`config.mk`:
```
export PLATFORM = sky130hd
export DESIGN_NAME = demux_1to8_seq
export DESIGN_NICKNAME = d
export VERILOG_FILES = /design/src/rtl/demux_1to8_seq.sv
export SDC_FILE = /design/constraint.sdc
export NUM_CORES = 1
export LEC_CHECK = 0
export CAP_MARGIN = 20
export CORE_MARGIN = 2
export CORE_UTILIZATION = 45
export CTS_CLUSTER_DIAMETER = 80
export CTS_CLUSTER_SIZE = 24
export DETAILED_ROUTE_END_ITERATION = 8
export GPL_ROUTABILITY_DRIVEN = 0
export PLACE_DENSITY = 0.77
export SYNTH_ARGS = -nofsm -noshare
export SYNTH_HDL_FRONTEND = slang
export SYNTH_SLANG_ARGS = --single-unit
```
`constraint.sdc`:
```
create_clock -name clk -period 2.9 [get_ports clk]
set_input_delay 0.58 -clock clk [delete_from_list [all_inputs] [get_ports clk]]
set_output_delay 0.58 -clock clk [all_outputs]
set_load 0.01 [all_outputs]
```
`src/rtl/demux_1to8_seq.sv`:
```
// ---------------------------------------------------------------------------
// demux_1to8_seq
//   Sequenced 1-to-8 demultiplexer with registered outputs. A serial word
//   stream is routed onto eight held channels, either by an explicit channel
//   select (manual mode) or by an internal scan counter (auto mode). In auto
//   mode a complete frame is presented with frame_valid and is held until
//   frame_ack, after which scanning restarts at channel 0.
//
//   Optional feature macro: DEMUX_OVF_EN
//     defined   -> adds the sticky overflow flag port 'ovf'
//     undefined -> words arriving while a frame is held are silently dropped
//
// Ports
//   clk         rising-edge clock
//   rst         asynchronous, active-high reset
//   din         input word (WIDTH bits)
//   din_valid   din is written this cycle if accepted
//   sel         target channel in manual mode
//   auto_en     1 = auto-scan, 0 = manual
//   frame_ack   consumer accepts the held frame
//   y           eight channels, channel k = y[k*WIDTH +: WIDTH]
//   frame_valid auto mode: all 8 channels written, frame held
//   cnt         current auto-scan channel index
//   ovf         sticky overflow (DEMUX_OVF_EN only)
// ---------------------------------------------------------------------------
module demux_1to8_seq #(
    parameter int WIDTH = 1
) (
    input  logic               clk,
    input  logic               rst,
    input  logic [WIDTH-1:0]   din,
    input  logic               din_valid,
    input  logic [2:0]         sel,
    input  logic               auto_en,
    input  logic               frame_ack,
    output logic [8*WIDTH-1:0] y,
    output logic               frame_valid,
    output logic [2:0]         cnt
`ifdef DEMUX_OVF_EN
    ,
    output logic               ovf
`endif
);

    typedef enum logic [1:0] {
        IDLE = 2'd0,
        FILL = 2'd1,
        FULL = 2'd2
    } state_t;

    state_t state;

    always_ff @(posedge clk or posedge rst) begin
        if (rst) begin
            state       <= IDLE;
            y           <= '0;
            cnt         <= 3'd0;
            frame_valid <= 1'b0;
`ifdef DEMUX_OVF_EN
            ovf         <= 1'b0;
`endif
        end else begin
            case (state)
                IDLE: begin
                    // The entry cycle into auto mode still honours a manual write.
                    if (din_valid)
                        y[sel*WIDTH +: WIDTH] <= din;
                    if (auto_en) begin
                        state <= FILL;
                        cnt   <= 3'd0;
                    end
                end

                FILL: begin
                    if (!auto_en) begin
                        // Leaving auto mode: a same-cycle word is treated as manual.
                        state       <= IDLE;
                        cnt         <= 3'd0;
                        frame_valid <= 1'b0;
                        if (din_valid)
                            y[sel*WIDTH +: WIDTH] <= din;
                    end else if (din_valid) begin
                        y[cnt*WIDTH +: WIDTH] <= din;
                        if (cnt == 3'd7) begin
                            // Last channel written: hold the frame, scan index restarts.
                            state       <= FULL;
                            frame_valid <= 1'b1;
                            cnt         <= 3'd0;
                        end else begin
                            cnt <= cnt + 3'd1;
                        end
                    end
                end

                FULL: begin
                    if (!auto_en) begin
                        state       <= IDLE;
                        cnt         <= 3'd0;
                        frame_valid <= 1'b0;
                        if (din_valid)
                            y[sel*WIDTH +: WIDTH] <= din;
                    end else if (frame_ack) begin
                        // Ack releases the frame; a word in the same cycle starts
                        // the next frame at channel 0.
                        state       <= FILL;
                        frame_valid <= 1'b0;
                        if (din_valid) begin
                            y[WIDTH-1:0] <= din;
                            cnt          <= 3'd1;
                        end else begin
                            cnt <= 3'd0;
                        end
                    end else if (din_valid) begin
                        // Frame is frozen; the word is dropped.
`ifdef DEMUX_OVF_EN
                        ovf <= 1'b1;
`endif
                    end
                end

                default: begin
                    state       <= IDLE;
                    cnt         <= 3'd0;
                    frame_valid <= 1'b0;
                end
            endcase
        end
    end

endmodule

```
-- Word level (Yosys, flattened, before mapping)
Cells that the tools add are included.
W data, S select, Z words.
- bits in registers: 14
- bits of input ports: 9
- output and inout port bits: 12
- word-level logic and storage cells: 60
- add/subtract/negate cells: 3
- equality and inequality tests: 9
- shift-type cells: 4
- muxes and demuxes: 31
- bitwise operators: 1
- reductions and logical operators: 7
- operators with widths (cell ; count):
    $neg A3 Y34 ; 2
    $shift A1 B34 Y8 const A ; 2
    $shiftx A1 B34 Y8 ; 2
    $mux W8 ; 3
    $pmux W8 S3 ; 1
    $mux W3 ; 6
    $bwmux W8 ; 2
    $mux W2 ; 6
    $ne A3 B3 Y1 const B ; 4
    $reduce_and A4 Y1 ; 3
    $mux W1 ; 9
    $pmux W3 S3 ; 1
    $mux W7 ; 1
    $pmux W2 S3 ; 1
    $reduce_and A3 Y1 ; 2
    $ne A2 B2 Y1 const B ; 2
    $add A3 B1 Y3 const B ; 1
    $eq A3 B3 Y1 const B ; 1
    $pmux W1 S3 ; 1
    $reduce_bool A3 Y1 ; 1
    $eq A2 B1 Y1 const B ; 1
    $eq A2 B2 Y1 const B ; 1
    $logic_not A2 Y1 ; 1
    $not A1 Y1 ; 1

-- Depth between registers and ports, before layout
Gate-level depths: netlist of the first run.
- word-level depth: 6
- gate-level depth with buffers: 10
- depth with buffers taken out: 8

-- Least setup slack after synthesis of the first run
No wires, ideal clock.
- kind: register to register
- start point: register cnt[0]
- end point: register y[0]
- setup time: 82 ps
- arrival: 2113 ps
- path slack: 705 ps
- stages on the path, launching flop included: 10
- period minus slack after synthesis: 2195 ps
- path through: dfrtp_1 buf_6 inv_1 ha_1 ha_1 buf_2 or3b_1 o41ai_1 nand3_1 a31oi_1
- longest elaborated chain between the ends: 6
- elaborated cells between the ends (all ways): 7
- ends and longest elaborated chain (element ; line ; RTL):
    from (decl) ; 38 ; output logic [2:0] cnt
    from (signal assigned) ; 90 ; cnt <= cnt + 3'd1;
    $neg A3 Y34 * ; 83 ; y[cnt*WIDTH +: WIDTH] <= din;
    $shiftx A1 B34 Y8 or $shift A1 B34 Y8 (tied branches) ; 83 ;
    $bwmux W8 * ; 83 ;
    $mux W8 * ; 82 ; end else if (din_valid) begin
    $mux W8 * ; 75 ; if (!auto_en) begin
    $pmux W8 S3 * ; 63 ; case (state)
    to (signal, indexed assignment) ; 67 ; y[sel*WIDTH +: WIDTH] <= din;
    to (signal, indexed assignment) ; 81 ; y[sel*WIDTH +: WIDTH] <= din;
    to (signal, indexed assignment) ; 83 ;
    to (decl) ; 36 ; output logic [8*WIDTH-1:0] y,
Every way passes the cells marked *; elsewhere a longest branch is shown, timed or not. The select of a mux whose other input is x is not followed.
A chain may end at the register's enable or synchronous reset.

-- Worst setup path after layout of the first run
- start point: input port sel[0]
- end point: register y[4]
- longest elaborated chain between the ends: 6
- elaborated cells between the ends (all ways): 8
- ends and longest elaborated chain (element ; line ; RTL):
    from (decl) ; 33 ; input logic [2:0] sel,
    $neg A3 Y34 * ; 67, 81, 101 ;
    $shiftx A1 B34 Y8 or $shift A1 B34 Y8 (tied branches) ; 67, 81, 101 ;
    $bwmux W8 * ; 67, 81, 101 ;
    $mux W8 * ; 66, 80, 100 ;
    $mux W7 or $mux W8 (tied branches) ; 96, 75 ;
    $pmux W8 S3 * ; 63 ;
    to (signal, indexed assignment) ; 67 ;
    to (signal, indexed assignment) ; 81 ;
    to (signal, indexed assignment) ; 101 ; y[sel*WIDTH +: WIDTH] <= din;
Marked as above.

==> impl_metrics.tcl, run 1 <==
set metrics [dict create \
    outcome "finished clean" \
    crit_start "sel[0]" \
    hold_buffers 0 \
    grt_pass1_vias 1328 \
    fmax_ghz 0.411 \
    grt_overflow 0 \
    power_density_nw_per_um2 599 \
    insertion_delay_ps 290 \
    n_antenna_cell 0 \
    holdWs_ps 548 \
    synth_area_sq_um 1390 \
    core_area_sq_um 3000 \
    synth_cell_types 46 \
    p_clk_frac 0.121 \
    cp.arrival_ps 2610 \
    num-fill-cells 296 \
    synth_edf_count 0 \
    postCtsSetupBuffers 0 \
    die_x_um 59.5 \
    vias_per_cell 6.33 \
    final_common_cell "clkdlybuf4s50_1" \
    hold_violations 0 \
    synthXorXnorAreaFrac 0 \
    clock-root-buffer "clkbuf_4" \
    startpoint_type "primary input" \
    grt_pass1_wl_mm 5.94 \
    final_layout_size_suffix_gt1_frac 0.0510 \
    io_pins 21 \
    syn_nets 200 \
    rr_worst_depth 7 \
    synthArstFlopShare 1.00 \
    syn_inst 178 \
    drc 0 \
    yosysSeqAreaShare 0.252 \
    synth_fa_ha_area_frac 0.117 \
    wl_mm 3.58 \
    core.rowCount 20 \
    die_area_sq_um 3540 \
    worstSetupPathType "primary input to flip-flop" \
    cts.sinks 14 \
    ir_worst_vdd_v 0.000304 \
    tns_ps 0 \
    maxCapViolCount 0 \
    mostFrequentLayoutCells "20 x clkdlybuf4s50_1, 17 x o21ai_0, 16 x nor2_1" \
    setup_viol 0 \
    nets 220 \
    critical_path.endpoint "y[4]" \
    start_util 0.462 \
    synth.mux.area_fraction 0.0298 \
    min_period_ps 2430 \
    cts_tree "done" \
    ctsResizeCount 0 \
    synth_area_per_cell_sq_um 7.80 \
    route.vias.total 1449 \
    synth_compound_area_frac 0.270 \
    r2r_start "cnt[1]" \
    finalClockSkew_ps 4.86 \
    drt-pass1-iter-count 4 \
    cts.path.max_buffers 2 \
    power_leakage_uw 0.000708 \
    power.switching_uw 438 \
    ys.warnings.count 0 \
    hp-class "flip-flop to flip-flop" \
    dp_hpwl_mm 2.78 \
    combPwrFrac 0.595 \
    drt_iter0_drc 76 \
    end_kind "flip-flop" \
    grt_setup_unrepaired "no" \
    power.internal_uw 537 \
    worstPathMaxFanout 4 \
    ant_nets 0 \
    synth_top_family_by_area "compound AO/OA/AOI/OAI gates" \
    antenna_found_initial 0 \
    cts.clk_slew.worst_paths_ps 90 \
    netSwitchingFraction 0.449 \
    tightest_slew_ps 597 \
    ys_ff_latch 14 \
    numPortBuffers 20 \
    cts_max_level 1 \
    p_seq_frac 0.283 \
    grt_start_max_net_pins 21 \
    die_y_um 59.5 \
    track_usage 0.220 \
    cts_buffers 3 \
    wl_per_cell_um 15.7 \
    cp.required_ps 3080 \
    maxSlewHeadroom 0.602 \
    ys.flop_type "dfrtp_1" \
    layout_worst_path_cycle_share 0.840 \
    synth-simple-area-share 0.260 \
    slew_viol_final 0 \
    area_delta_synth_final_pct 17.3 \
    reg2reg_to "y[0]" \
    worst-r2r-setup-slack_ps 530 \
]
## cell type report
cell class,count,area (sq um),area share
Inverter,14,52.6,0.0323
Clock buffer,3,22.5,0.0138
Tap cell,33,41.3,0.0254
Sequential cell,14,350,0.215
Timing Repair Buffer,23,223,0.137
Multi-Input combinational cell,142,938,0.576
## cell usage after synthesis, types with 2 or more instances
library cell / count / share of area
nor2_1: 16 / 0.043
mux2i_1: 3 / 0.022
nor2b_1: 6 / 0.027
a22o_1: 2 / 0.013
o21ai_0: 17 / 0.061
a31oi_1: 3 / 0.014
dfrtp_1: 14 / 0.25
ha_1: 13 / 0.12
nand2_1: 12 / 0.032
o41ai_1: 4 / 0.025
o211ai_1: 2 / 0.011
buf_2: 4 / 0.014
nand2b_1: 5 / 0.023
a41oi_1: 2 / 0.013
nand4_1: 2 / 0.0090
a22oi_1: 4 / 0.022
inv_1: 14 / 0.038
nor3_1: 3 / 0.011
a21oi_1: 10 / 0.036
a21o_1: 3 / 0.016
and3_1: 5 / 0.023
a211oi_1: 2 / 0.011
nand3_1: 9 / 0.032
## power groups by stage
stage	logic [uW]	registers [uW]	clock network (uW)
after global routing	641	282	120
after detailed placement	572	279	0
final	581	276	118
after floorplan	380	291	0
after global placement	550	277	0
after CTS	574	276	113
## worst min-delay path by stage
stage | slack, ps | endpoint | startpoint | depth (start not counted)
after floorplan | 470 | cnt[0] | rst | 1
after global placement | 510 | frame_valid | frame_valid | 2
after detailed placement | 520 | y[5] | y[5] | 2
after CTS | 550 | y[5] | y[5] | 2
after global routing | 570 | y[5] | y[5] | 2
final | 550 | y[5] | y[5] | 2
## state kept, by name, indices dropped and copies added, names as in the netlist
name	cells
state	2
frame_valid	1
cnt	3
y	8
## stage by stage
stage	total power, uW	utilization	cell area (sq um)	instances	worst slack, ps
after floorplan	671	-	1390	178	705
after global placement	827	0.535	1610	226	281
after detailed placement	851	0.535	1610	226	182
after CTS	963	0.542	1630	229	469
after global routing	1040	0.542	1630	229	302
final	975	0.542	1630	229	465
## cell families after synthesis
family	count (synthesis)
AO/OA/AOI/OAI	57
adder cells (fa/ha/maj)	13
buffers and inverters	22
flip-flops	14
multiplexers	4
AND/OR/NAND/NOR	68
## routing by layer
metal / global-route usage / wire length, um
met4: 0.0984 / 104
met3: 0.0437 / 233
met1: 0.289 / 1490
met5: 0 / 0
met2: 0.349 / 1760
## worst max-delay path, cell delays in order
cell and delay (ps):
clkdlybuf4s50_1 480, inv_1 70, ha_1 210, ha_1 290, and2_1 190, and3b_1 230
mux2_2 340, a21oi_1 140, a21oi_1 80
No activity file was read; power rests on OpenSTA's default activity.
==> run 2, diff against run 1 <==
clock period = 2.6 ns   (was 2.9 ns; I/O delays follow)
==> run 2 against run 1 <==
Via count up 1.6%. Worst hold slack about the same. Register-to-register slack worse by 40 ps. First-iteration DRC count up 30%. Combinational power up 13%. Global-route usage up 0.45 points. Critical path type unchanged. Core utilization up 1.0 points. Cell area up 1.8%. Setup slack worse by 170 ps. Sequential share of layout area down 0.39 points. Routed wire length up 1.5%. Sequential cell count unchanged. Largest power group unchanged.
==> impl_metrics.tcl, run 2 (synthesized netlist as in run 1, its figures left out) <==
set metrics [dict create \
    cts_tree "done" \
    cts_buffers 3 \
    grt_start_max_net_pins 21 \
    ctsResizeCount 0 \
    fin_util 0.552 \
    pre_cts_slack_ps 6.55 \
    die_y_um 59.5 \
    numPortBuffers 20 \
    fmax_ghz 0.435 \
    wl_per_cell_um 15.6 \
    end_kind "flip-flop" \
    route.vias.total 1472 \
    hp-class "flip-flop to flip-flop" \
    die_area_sq_um 3540 \
    min_period_ps 2300 \
    insertion_delay_ps 290 \
    area_delta_synth_final_pct 19.5 \
    cts_max_level 1 \
    cts.sinks 14 \
    finalClockSkew_ps 8.92 \
    drt_iter0_drc 99 \
    track_usage 0.225 \
    power_leakage_uw 0.000728 \
    place_inst 230 \
    setup_slack_ps 300 \
    setup_viol 0 \
    max_flop_register "y" \
    final_layout_size_suffix_gt1_frac 0.0700 \
    io_pins 21 \
    grt_pass1_vias 1383 \
    ant_nets 0 \
    cts.clk_slew.worst_paths_ps 100 \
    die_x_um 59.5 \
    total_power_uw 1100 \
    tns_ps 0 \
    maxSlewHeadroom 0.607 \
    cp.required_ps 2790 \
    core_area_sq_um 3000 \
    clock-root-buffer "clkbuf_4" \
    antenna_found_initial 0 \
    slowest_stage "clkdlybuf4s50_1" \
    maxCapViolCount 0 \
    layout_worst_path_cycle_share 0.885 \
    core.rowCount 20 \
    nets 224 \
    outcome "finished clean" \
    startpoint_type "primary input" \
    tightest_slew_ps 589 \
    drc 0 \
    critPathMaxStageDelay_ps 480 \
    hold_violations 0 \
    top_regs "y: 8 flops, cnt: 3 flops, state: 2 flops" \
    largest_register_ffs 8 \
    slew_viol_final 0 \
    start_util 0.462 \
    n_antenna_cell 0 \
    drt-pass1-iter-count 4 \
    vias_per_cell 6.32 \
    cts.path.max_buffers 2 \
    grt_overflow 0 \
    grt_setup_unrepaired "no" \
    instances_no_fill 233 \
    postCtsSetupBuffers 0 \
    hold_buffers 0 \
    cp.arrival_ps 2490 \
    ir_worst_vdd_v 0.000386 \
    final_common_cell "clkdlybuf4s50_1" \
    worstPathMaxFanout 3 \
    dp_hpwl_mm 2.78 \
    mostFrequentLayoutCells "20 x clkdlybuf4s50_1, 17 x o21ai_0, 16 x nor2_1" \
    worstSetupPathType "primary input to flip-flop" \
    crit_chain "clkdlybuf4s50_1 -> inv_1 -> ha_1 -> ha_1 -> and2_1 -> and3b_1 -> mux2_2 -> a21oi_1 -> a21oi_1" \
    power_density_nw_per_um2 662 \
    wl_mm 3.64 \
    grt_pass1_wl_mm 6.11 \
]
run 2: cell types whose count changed in the layout (fill, tap and decap cells not counted), sizes merged:
cell,before,now
buf,3,7
run 2: cell type report:
type                    count  area [sq um]
flip-flops and latches     14           350
repair buffers             27           253
clock buffers               3          22.5
inverters                  14          52.6
well taps                  33          41.3
multi-input cells         142           938
fillers                   278          1350
run 2: routing by layer:
metal	part of all wire	wire length, um	global-route usage	vias up
met4	0.027	99	0.102	0
li1	-	-	-	702
met2	0.47	1710	0.353	74
met5	0	0	0	-
met3	0.076	275	0.0306	14
met1	0.43	1550	0.305	682
run 2: critical path, delay by kind of cell:
family                     cells  cell delay, ps
buffers and inverters          2             540
adders and majority gates      2             500
muxes                          1             340
and+or+nand+nor                2             380
AOI/OAI and AO/OA              2             210
run 2: stage by stage:
| stage | hold WS [ps] | cell area [sq um] |
|---|---|---|
| finish | 549 | 1660 |
| global route | 585 | 1660 |
| CTS | 554 | 1660 |
| detailed placement | 522 | 1640 |
| global placement | 504 | 1640 |
| floorplan | 409 | 1390 |
run 2: worst paths after layout:
path                        start   end  slack [ps]  depth (start not counted)
setup reg to reg           cnt[0]  y[0]         490                          7
setup / recovery           sel[0]  y[4]         300                          9
min in group asynchronous     rst  y[4]         580                          2
max in group asynchronous     rst  y[0]        1630                          2
hold / removal               y[1]  y[1]         550                          2
hold reg to reg              y[1]  y[1]         550                          2
run 2: power breakdown:
| group | internal, uW | switching, uW |
|---|---|---|
| Combinational | 288 | 371 |
| Sequential | 264 | 43.0 |
| Clock | 53.9 | 77.7 |
| Total | 605 | 492 |
